===== config.mk =====
export PLATFORM = sky130hd
export DESIGN_NAME = result_parser
export DESIGN_NICKNAME = d
export VERILOG_FILES = /design/src/rtl/calcpkg.sv /design/src/rtl/bcdaccumulator.sv /design/src/rtl/result_parser.sv
export SDC_FILE = /design/constraint.sdc
export NUM_CORES = 1
export LEC_CHECK = 0
export ABC_AREA = 0
export BUFFER_PORTS_ARGS = -buffer_cell sky130_fd_sc_hd__buf_2
export CAP_MARGIN = 20
export CORE_ASPECT_RATIO = 0.9
export CORE_MARGIN = 2
export CORE_UTILIZATION = 63
export CTS_BUF_LIST = sky130_fd_sc_hd__clkbuf_8
export CTS_CLUSTER_DIAMETER = 120
export CTS_CLUSTER_SIZE = 40
export DETAILED_ROUTE_END_ITERATION = 10
export GPL_TIMING_DRIVEN = 0
export PLACE_DENSITY = 0.88
export SKIP_LAST_GASP = 1
export SLEW_MARGIN = 20
export SYNTH_ARGS = -nofsm -noshare
export SYNTH_HDL_FRONTEND = slang
export SYNTH_HIERARCHICAL = 1
export SYNTH_SLANG_ARGS = --single-unit

===== constraint.sdc =====
create_clock -name clock -period 5.4 [get_ports clock]
set_input_delay 0.81 -clock clock [delete_from_list [all_inputs] [get_ports clock]]
set_output_delay 0.81 -clock clock [all_outputs]
set_load 0.02 [all_outputs]

===== src/rtl/calcpkg.sv =====
// Shared definitions for the calculator result path: nibble codes, widths,
// magnitude limits and the parser state/phase encodings.
package calcpkg;

  localparam int unsigned WIDTH     = 21;
  localparam int unsigned ACC_WIDTH = 24;

  localparam logic [3:0] DIG_R     = 4'hA;
  localparam logic [3:0] DIG_NEG   = 4'hE;
  localparam logic [3:0] DIG_BLANK = 4'hF;

  localparam logic [ACC_WIDTH-1:0] LIMIT_POS = 24'd1048575;
  localparam logic [ACC_WIDTH-1:0] LIMIT_NEG = 24'd1048576;

  typedef enum logic [1:0] {
    StIdle,
    StScan,
    StFinish
  } state_e;

  typedef enum logic [1:0] {
    PhLead,
    PhSign,
    PhRes,
    PhRem
  } phase_e;

  function automatic logic is_digit(input logic [3:0] nib);
    return nib <= 4'd9;
  endfunction

endpackage


===== src/rtl/bcdaccumulator.sv =====
// Decimal accumulator: value = value * 10 + digit on each enable, with a sticky
// overflow flag that saturates once the value passes the limit or nears the top.
module bcdaccumulator
  import calcpkg::*;
(
  input  logic                 clock,
  input  logic                 reset,
  input  logic                 clear,
  input  logic                 enable,
  input  logic [3:0]           digit,
  input  logic [ACC_WIDTH-1:0] limit,
  output logic [ACC_WIDTH-1:0] value,
  output logic                 overflow
);

  logic [ACC_WIDTH-1:0] acc_q, acc_d;
  logic                 ovf_q, ovf_d;

  always_comb begin
    acc_d = acc_q;
    ovf_d = ovf_q;
    if (clear) begin
      acc_d = '0;
      ovf_d = 1'b0;
    end else if (enable) begin
      acc_d = (acc_q << 3) + (acc_q << 1) + {{(ACC_WIDTH-4){1'b0}}, digit};
      // Top two bits catch runaway values before they can wrap the accumulator.
      ovf_d = ovf_q | acc_d[ACC_WIDTH-1] | acc_d[ACC_WIDTH-2] | (acc_d > limit);
    end
  end

  always_ff @(posedge clock) begin
    if (reset) begin
      acc_q <= '0;
      ovf_q <= 1'b0;
    end else begin
      acc_q <= acc_d;
      ovf_q <= ovf_d;
    end
  end

  assign value    = acc_q;
  assign overflow = ovf_q;

endmodule


===== src/rtl/result_parser.sv =====
// Serial parser turning an 8-nibble display word back into a signed result and
// an unsigned remainder; one nibble per clock, fixed 9-cycle latency.
module result_parser #(
  parameter int unsigned WIDTH = calcpkg::WIDTH
) (
  input  logic             clock,
  input  logic             reset,
  input  logic             start,
  input  logic [31:0]      formatted,
  output logic [WIDTH-1:0] result,
  output logic [WIDTH-1:0] remainder,
  output logic             remain,
  output logic             error,
  output logic             busy,
  output logic             done
);

  import calcpkg::*;

  state_e               state_q, state_d;
  phase_e               phase_q, phase_d;
  logic [31:0]          shift_q, shift_d;
  logic [2:0]           cnt_q, cnt_d;
  logic                 neg_q, neg_d;
  logic                 err_q, err_d;
  logic                 rem_dig_q, rem_dig_d;
  logic [WIDTH-1:0]     result_q, result_d;
  logic [WIDTH-1:0]     remainder_q, remainder_d;
  logic                 remain_q, remain_d;
  logic                 error_q, error_d;
  logic                 busy_q, busy_d;
  logic                 done_q, done_d;

  logic                 acc_clear, res_en, rem_en;
  logic [3:0]           nib;
  logic [ACC_WIDTH-1:0] res_mag, rem_mag, res_limit;
  logic                 res_ovf, rem_ovf;
  logic                 bad;
  logic [WIDTH-1:0]     res_abs;

  assign nib       = shift_q[31:28];
  assign res_limit = neg_q ? LIMIT_NEG : LIMIT_POS;

  bcdaccumulator u_res_acc (
    .clock    (clock),
    .reset    (reset),
    .clear    (acc_clear),
    .enable   (res_en),
    .digit    (nib),
    .limit    (res_limit),
    .value    (res_mag),
    .overflow (res_ovf)
  );

  bcdaccumulator u_rem_acc (
    .clock    (clock),
    .reset    (reset),
    .clear    (acc_clear),
    .enable   (rem_en),
    .digit    (nib),
    .limit    (LIMIT_POS),
    .value    (rem_mag),
    .overflow (rem_ovf)
  );

  always_comb begin
    state_d     = state_q;
    phase_d     = phase_q;
    shift_d     = shift_q;
    cnt_d       = cnt_q;
    neg_d       = neg_q;
    err_d       = err_q;
    rem_dig_d   = rem_dig_q;
    result_d    = result_q;
    remainder_d = remainder_q;
    remain_d    = remain_q;
    error_d     = error_q;
    busy_d      = busy_q;
    done_d      = 1'b0;
    acc_clear   = 1'b0;
    res_en      = 1'b0;
    rem_en      = 1'b0;
    bad         = 1'b0;
    res_abs     = res_mag[WIDTH-1:0];

    unique case (state_q)
      StIdle: begin
        if (start) begin
          state_d   = StScan;
          shift_d   = formatted;
          cnt_d     = 3'd0;
          phase_d   = PhLead;
          neg_d     = 1'b0;
          err_d     = 1'b0;
          rem_dig_d = 1'b0;
          acc_clear = 1'b1;
          busy_d    = 1'b1;
        end
      end

      StScan: begin
        shift_d = {shift_q[27:0], 4'h0};
        cnt_d   = cnt_q + 3'd1;
        if (cnt_q == 3'd7) begin
          state_d = StFinish;
        end
        // Errors are sticky; the phase is simply held on an offending nibble.
        if (is_digit(nib)) begin
          if (phase_q == PhRem) begin
            rem_en    = 1'b1;
            rem_dig_d = 1'b1;
          end else begin
            res_en  = 1'b1;
            phase_d = PhRes;
          end
        end else begin
          case (nib)
            DIG_R: begin
              if (phase_q == PhRes) phase_d = PhRem;
              else                  err_d   = 1'b1;
            end
            DIG_NEG: begin
              if (phase_q == PhLead) begin
                phase_d = PhSign;
                neg_d   = 1'b1;
              end else begin
                err_d = 1'b1;
              end
            end
            DIG_BLANK: begin
              if (phase_q != PhLead) err_d = 1'b1;
            end
            default: err_d = 1'b1;
          endcase
        end
      end

      StFinish: begin
        bad = err_q | res_ovf | rem_ovf
            | (phase_q == PhLead) | (phase_q == PhSign)
            | ((phase_q == PhRem) & ~rem_dig_q)
            | (|res_mag[ACC_WIDTH-1:WIDTH]) | (|rem_mag[ACC_WIDTH-1:WIDTH]);
        if (neg_q) begin
          res_abs = ~res_mag[WIDTH-1:0] + {{(WIDTH-1){1'b0}}, 1'b1};
        end
        result_d    = bad ? '0 : res_abs;
        remainder_d = bad ? '0 : rem_mag[WIDTH-1:0];
        remain_d    = ~bad & (phase_q == PhRem);
        error_d     = bad;
        busy_d      = 1'b0;
        done_d      = 1'b1;
        state_d     = StIdle;
      end

      default: state_d = StIdle;
    endcase
  end

  always_ff @(posedge clock) begin
    if (reset) begin
      state_q     <= StIdle;
      phase_q     <= PhLead;
      shift_q     <= '0;
      cnt_q       <= '0;
      neg_q       <= 1'b0;
      err_q       <= 1'b0;
      rem_dig_q   <= 1'b0;
      result_q    <= '0;
      remainder_q <= '0;
      remain_q    <= 1'b0;
      error_q     <= 1'b0;
      busy_q      <= 1'b0;
      done_q      <= 1'b0;
    end else begin
      state_q     <= state_d;
      phase_q     <= phase_d;
      shift_q     <= shift_d;
      cnt_q       <= cnt_d;
      neg_q       <= neg_d;
      err_q       <= err_d;
      rem_dig_q   <= rem_dig_d;
      result_q    <= result_d;
      remainder_q <= remainder_d;
      remain_q    <= remain_d;
      error_q     <= error_d;
      busy_q      <= busy_d;
      done_q      <= done_d;
    end
  end

  assign result    = result_q;
  assign remainder = remainder_q;
  assign remain    = remain_q;
  assign error     = error_q;
  assign busy      = busy_q;
  assign done      = done_q;

endmodule


==> flow_metrics.py, run 1 <==
metrics = {
    "global_route": {
        "first_global_vias": 8119,
        "grt_max_degree": 23,
        "grt_usage_pct": 29.2,
        "grt_pass1_wl_mm": 38.2,
        "grt-ovfl-total": 0,
        "antenna_found_initial": 0,
    },
    "final_layout": {
        "diodes": 0,
        "synthToLayoutAreaGrowth_pct": 12.0,
        "postLayoutCoreUtil_pct": 72.2,
        "fin_nets": 1456,
        "drive_gt1_share_pct": 10.9,
    },
    "drt": {
        "wl_per_cell_um": 15.6,
        "firstDrtPassIters": 5,
        "antenna_left": 0,
        "drtIter0Drc": 780,
        "wl_mm": 23.2,
        "via_per_inst": 5.85,
        "routed-via-count": 8736,
        "drcViolationCount": 0,
    },
    "timing": {
        "fin_crit_sh_pct": 85.7,
        "skew_ns": 0.0115,
        "rsz0062_at_grt": "false",
        "fmax_ghz": 0.216,
        "tightest_slew_ns": 0.879,
        "maxSlewViolCount": 0,
        "min_period_ns": 4.63,
        "hold_violations": 0,
        "fin_tns_setup_ns": 0,
        "slew_headroom_pct": 41.4,
        "setup_viol": 0,
    },
    "yosys": {
        "ys.flop_type": "dfxtp_1",
        "avgSynthCellArea_um2": 8.19,
        "ys_ff_latch": 138,
        "ys_async_sr_fraction_pct": 0,
        "synth_area_leaders": "dfxtp_1 (29%), ha_1 (18%), nor2_1 (7.1%)",
        "synthCells": 1158,
        "synth_edf_count": 0,
        "netlist_area_um2": 9490,
        "yosys.area.top_type": "dfxtp_1",
        "ys_types": 76,
        "yosys.area.top_type_share_pct": 29.1,
        "yosysWarningCount": 6,
        "yosysSeqAreaShare_pct": 29.1,
        "synthMostInstantiatedCell": "nor2_1",
        "ys_top_cells_by_count": "nor2_1 (179), dfxtp_1 (138), ha_1 (135)",
    },
    "place": {
        "gp_congestion": 0.941,
        "io_buffer_count": 80,
        "dpl.hpwl_mm": 17.4,
    },
    "run": {
        "maxCapViolCount": 0,
    },
    "cts": {
        "cts_hold_buffers": 0,
        "numCtsBuffers": 17,
        "cts_resized": 0,
        "numClockSinks": 138,
        "path_clk_slew_ns": 0.09,
        "cts_tree": "yes",
        "post_cts_buffers": 0,
        "cts-root-buf": "clkbuf_8",
        "clock_latency_ns": 0.46,
        "cts_buffer_depth": 2,
        "cts.htree.levels": 4,
    },
    "min_path": {
        "min-delay-path-class": "reg -> reg",
    },
    "setup_path": {
        "cp.arrival_ns": 4.95,
        "crit_fanout": 8,
        "worstPathCellList": "inv_1 > fa_1 > inv_1 > ha_1 > a211oi_1 > and4bb_1 > o21ai_1 > nand3_1 > a31oi_1 > nor2_1 > nor2_1 > xnor2_1 > ha_1 > a21o_1 > a21o_1 > a21oi_1 > o21ai_0 > a211o_1 > a21oi_2 > a211oi_2",
        "slowest_stage": "fa_1",
        "max_stage_delay_ns": 0.57,
        "crit_type": "reg -> reg",
        "required_ns": 5.73,
        "endpoint_kind": "flop",
        "critPathLaunchType": "flop",
    },
    "die": {
        "fp.dieW_um": 133,
        "die_h_um": 120,
        "initial_core_util_pct": 64.5,
        "num_rows": 42,
        "die_area_um2": 16100,
        "io_pins": 81,
        "coreArea_um2": 14700,
    },
    "pwr": {
        "p_per_area_nw_per_um2": 208,
        "cellLeakagePower_nw": 5.39,
        "max-vdd-ir-drop_mv": 0.190,
    },
    "run_status": {
        "run_status": "complete, no violations",
    },
}
[final cells by class]
cell class              instances  area (um^2)
clock buffers                  18          248
well taps                     198          248
fillers                      1161         4090
clock inverters                14          149
flip-flops and latches        138         2760
multi-input cells             909         6300
inverters                      93          349
repair buffers                 80          400
plain buffers                  43          171
[registers in the layout, indices dropped and copies added (netlist names), 2 cells and up]
signal and flops:
u_res_acc/value 24, state_q 2, shift_q 32, result 21
remainder 21, cnt_q 3, u_rem_acc/value 24, phase_q 2
[power breakdown]
| group | internal, W | total (W) | switching [W] | leakage (nW) |
|---|---|---|---|---|
| Clock | 0.000395 | 0.000871 | 0.000476 | 0.191 |
| Combinational | 0.0000949 | 0.000265 | 0.000170 | 4.08 |
| Sequential | 0.00104 | 0.00107 | 0.0000243 | 1.12 |
| Total | 0.00153 | 0.00220 | 0.000670 | 5.39 |
[layer usage]
layer  routed length [um]  vias up  share of wire (%)  GRT usage [%]
met2                10900      327                 47           48.9
met4                  515        0                2.2           9.64
li1                     -     4324                  -              -
met5                    0        -                  0              0
met1                10300     4046                 44           38.2
met3                 1470       39                6.3           5.16
[logic make-up after synthesis]
family / share of synthesized area [%]
flops: 29.1
compound gates: 18.1
buf+inv: 5.49
simple gates: 19.9
mux: 3.80
fa+ha+maj: 18.6
other cells: 0.0792
xor+xnor: 4.89
[stage by stage]
stage	area, um^2	total power, W	hold slack, ns	std cells	setup WS (ns)
3_3_place_gp	10200	0.00134	0.429	1461	0.952
3_5_place_dp	10200	0.00135	0.437	1461	0.867
2_1_floorplan	9580	0.00127	0.437	1183	1.41
4_1_cts	10600	0.00221	0.449	1493	0.819
5_1_grt	10600	0.00230	0.475	1493	0.357
6_report	10600	0.00220	0.447	1493	0.772
[layout by cell type, fill, tap and decap left out, drive strengths merged, types with 26 or more instances in the layout]
master  Yosys  routed
xnor2      29      29
o21ai      51      51
mux2i      36      36
nor4       26      26
a22oi      33      33
nor2      180     180
a21oi      74      74
ha        135     135
buf         9      89
conb        2      27
nand2      63      63
clkbuf     34      52
dfxtp     138     138
inv        93     102
[worst max-delay path, delay by kind of cell, from the launching register on]
family / cells / cell delay, ns
DFF: 1 / 0.53
and+or+nand+nor: 4 / 0.68
AOI/OAI and AO/OA: 10 / 1.83
adders and majority gates: 3 / 1.14
xor gates and xnor gates: 1 / 0.14
buffers and inverters: 2 / 0.17
[path summary, 6_finish.rpt]
| kind | slack [ns] | start | endpoint | cells past startpoint |
|---|---|---|---|---|
| worst max-delay path | 0.77 | u_res_acc/value[2] | u_res_acc/overflow | 20 |
| worst min-delay path | 0.45 | result[18] | result[18] | 2 |
| worst max register to register | 0.77 | u_res_acc/value[2] | u_res_acc/overflow | 20 |
| worst min register to register | 0.45 | result[18] | result[18] | 2 |
Power figures use the tool's default switching activity.
==> run 2, diff against run 1 <==
Settings changed: CELL_PAD_IN_SITES_DETAIL_PLACEMENT set to 1, CELL_PAD_IN_SITES_GLOBAL_PLACEMENT set to 2, CORE_UTILIZATION 63 to 38, PLACE_DENSITY 0.88 to 0.87.
==> flow_metrics.py, run 2 (same netlist as run 1, synthesis figures left out) <==
metrics = {
    "die": {
        "die_area_um2": 26200,
        "io_pins": 81,
        "initial_core_util_pct": 38.9,
        "fp.dieW_um": 171,
        "coreArea_um2": 24400,
        "num_rows": 54,
        "die_h_um": 154,
    },
    "drt": {
        "route.met2.wl_mm": 13.0,
        "drcViolationCount": 0,
        "routed-via-count": 8681,
        "highest_layer": "met4",
        "antenna_left": 0,
        "wl_mm": 27.7,
        "drtIter0Drc": 364,
        "firstDrtPassIters": 4,
        "via_per_inst": 5.32,
        "drt-met1-wl_mm": 13.3,
        "route.met3.wl_um": 821,
        "wl_per_cell_um": 17.0,
    },
    "pwr": {
        "p_sw_w": 0.000715,
        "combPwrFrac_pct": 11.6,
        "max-vdd-ir-drop_mv": 0.158,
        "p_per_area_nw_per_um2": 216,
        "p_int_w": 0.00163,
        "p_seq_share_pct": 45.7,
        "cellLeakagePower_nw": 5.43,
        "switching_share_pct": 30.5,
        "clock_power_share_pct": 42.7,
    },
    "timing": {
        "slew_headroom_pct": 31.6,
        "fin_tns_setup_ns": 0,
        "rsz0062_at_grt": "false",
        "skew_ns": 0.0185,
        "maxSlewViolCount": 0,
        "hold_violations": 0,
        "tightest_slew_ns": 1.03,
        "fin_crit_sh_pct": 88.8,
        "fmax_ghz": 0.209,
        "setup_viol": 0,
        "hold_ws_ns": 0.448,
        "min_period_ns": 4.79,
    },
    "min_path": {
        "min-delay-path-class": "reg -> reg",
    },
    "final_layout": {
        "regArea_um2": 2760,
        "fin_nets": 1456,
        "layout_commonest_cell": "nor2_1",
        "nFillCells": 3007,
        "regMostFlops": "shift_q",
        "drive_gt1_share_pct": 10.9,
        "mostFrequentLayoutCells": "nor2_1 (179), dfxtp_1 (138), ha_1 (135), inv_1 (92), buf_2 (84)",
        "multi_input_area_um2": 6300,
        "synthToLayoutAreaGrowth_pct": 14.4,
        "largest_register_ffs": 32,
        "diodes": 0,
    },
    "setup_path": {
        "crit_fanout": 8,
        "endpoint_kind": "flop",
        "required_ns": 5.73,
        "slowest_stage": "dfxtp_1",
        "cp.arrival_ns": 5.13,
        "critPathLaunchType": "flop",
        "crit_type": "reg -> reg",
        "worstPathCellList": "inv_1 > fa_1 > inv_1 > ha_1 > a211oi_1 > and4bb_1 > o21ai_1 > nand3_1 > a31oi_1 > nor2_1 > nor2_1 > xnor2_1 > ha_1 > a21o_1 > a21o_1 > a21oi_1 > o21ai_0 > a211o_1 > a21oi_2 > a211oi_2",
        "max_stage_delay_ns": 0.57,
    },
    "cts": {
        "cts.htree.levels": 4,
        "numClockSinks": 138,
        "clock_latency_ns": 0.47,
        "numCtsBuffers": 17,
        "cts_resized": 0,
        "cts-root-buf": "clkbuf_8",
        "cts_tree": "yes",
        "cts_hold_buffers": 0,
        "path_clk_slew_ns": 0.09,
        "cts_buffer_depth": 2,
        "post_cts_buffers": 0,
    },
    "place": {
        "dpl.hpwl_mm": 21.3,
        "gp_congestion": 0.836,
        "io_buffer_count": 80,
    },
    "global_route": {
        "grt_max_degree": 23,
        "antenna_found_initial": 0,
        "grt_usage_pct": 21.9,
        "grt_pass1_wl_mm": 45.6,
        "first_global_vias": 8857,
        "grt-ovfl-total": 0,
    },
    "run": {
        "maxCapViolCount": 0,
    },
    "run_status": {
        "run_status": "complete, no violations",
    },
}
-- run 2: changes by cell type in the layout (fill, tap and decap cells not counted) --
cell	before	now
clkinv_8	0	2
clkinvlp_4	4	0
clkbuf_8	18	17
bufinv_16	1	3
inv_6	5	6
-- run 2: area by class of cell --
type                       count  share of cell area, %
buffer                        43                   1.58
clock buffer                  17                   2.16
clock inverter                15                   2.03
inverter                      93                   3.22
multi-input combinational    909                   58.0
sequential                   138                   25.4
tap                          336                   3.87
timing repair buffer          80                   3.69
-- run 2: critical path: cells and delay by family (launching register included) --
family / cells / cell delay [ns]
AO/OA/AOI/OAI: 10 / 1.89
buffers and inverters: 2 / 0.17
adder cells (fa/ha/maj): 3 / 1.15
AND/OR/NAND/NOR: 4 / 0.72
XOR/XNOR: 1 / 0.14
flip-flops: 1 / 0.57
-- run 2: worst paths after layout --
check                           from                 end  slack [ns]  cells after the start
hold reg to reg           result[16]          result[16]        0.45                      2
setup reg to reg  u_res_acc/value[2]  u_res_acc/overflow        0.61                     20
hold / removal            result[16]          result[16]        0.45                      2
setup / recovery  u_res_acc/value[2]  u_res_acc/overflow        0.61                     20
-- run 2: routing by layer --
metal | GRT usage, % | up-vias
met4 | 7.08 | 0
met2 | 36.4 | 154
met1 | 29.0 | 4174
met3 | 3.27 | 30
li1 | - | 4323
met5 | 0 | -
-- run 2: power groups by stage --
stage / sequential, W / combinational, W / clock, W
2_1_floorplan: 0.00108 / 0.000186 / 0
5_1_grt: 0.00108 / 0.000311 / 0.00108
4_1_cts: 0.00107 / 0.000274 / 0.00104
6_report: 0.00107 / 0.000272 / 0.000999
3_5_place_dp: 0.00109 / 0.000272 / 0
3_3_place_gp: 0.00109 / 0.000264 / 0
-- run 2: metrics by stage --
| step | utilization (%) | instance area [um^2] | setup WS, ns | power [W] | instances |
|---|---|---|---|---|---|
| after floorplan | - | 9580 | 1.41 | 0.00127 | 1183 |
| final | 44.5 | 10900 | 0.605 | 0.00234 | 1631 |
| after detailed placement | 42.6 | 10400 | 0.672 | 0.00137 | 1599 |
| after CTS | 44.5 | 10900 | 0.584 | 0.00238 | 1631 |
| after global routing | 44.5 | 10900 | 0.187 | 0.00246 | 1631 |
| after global placement | 42.6 | 10400 | 0.712 | 0.00136 | 1599 |
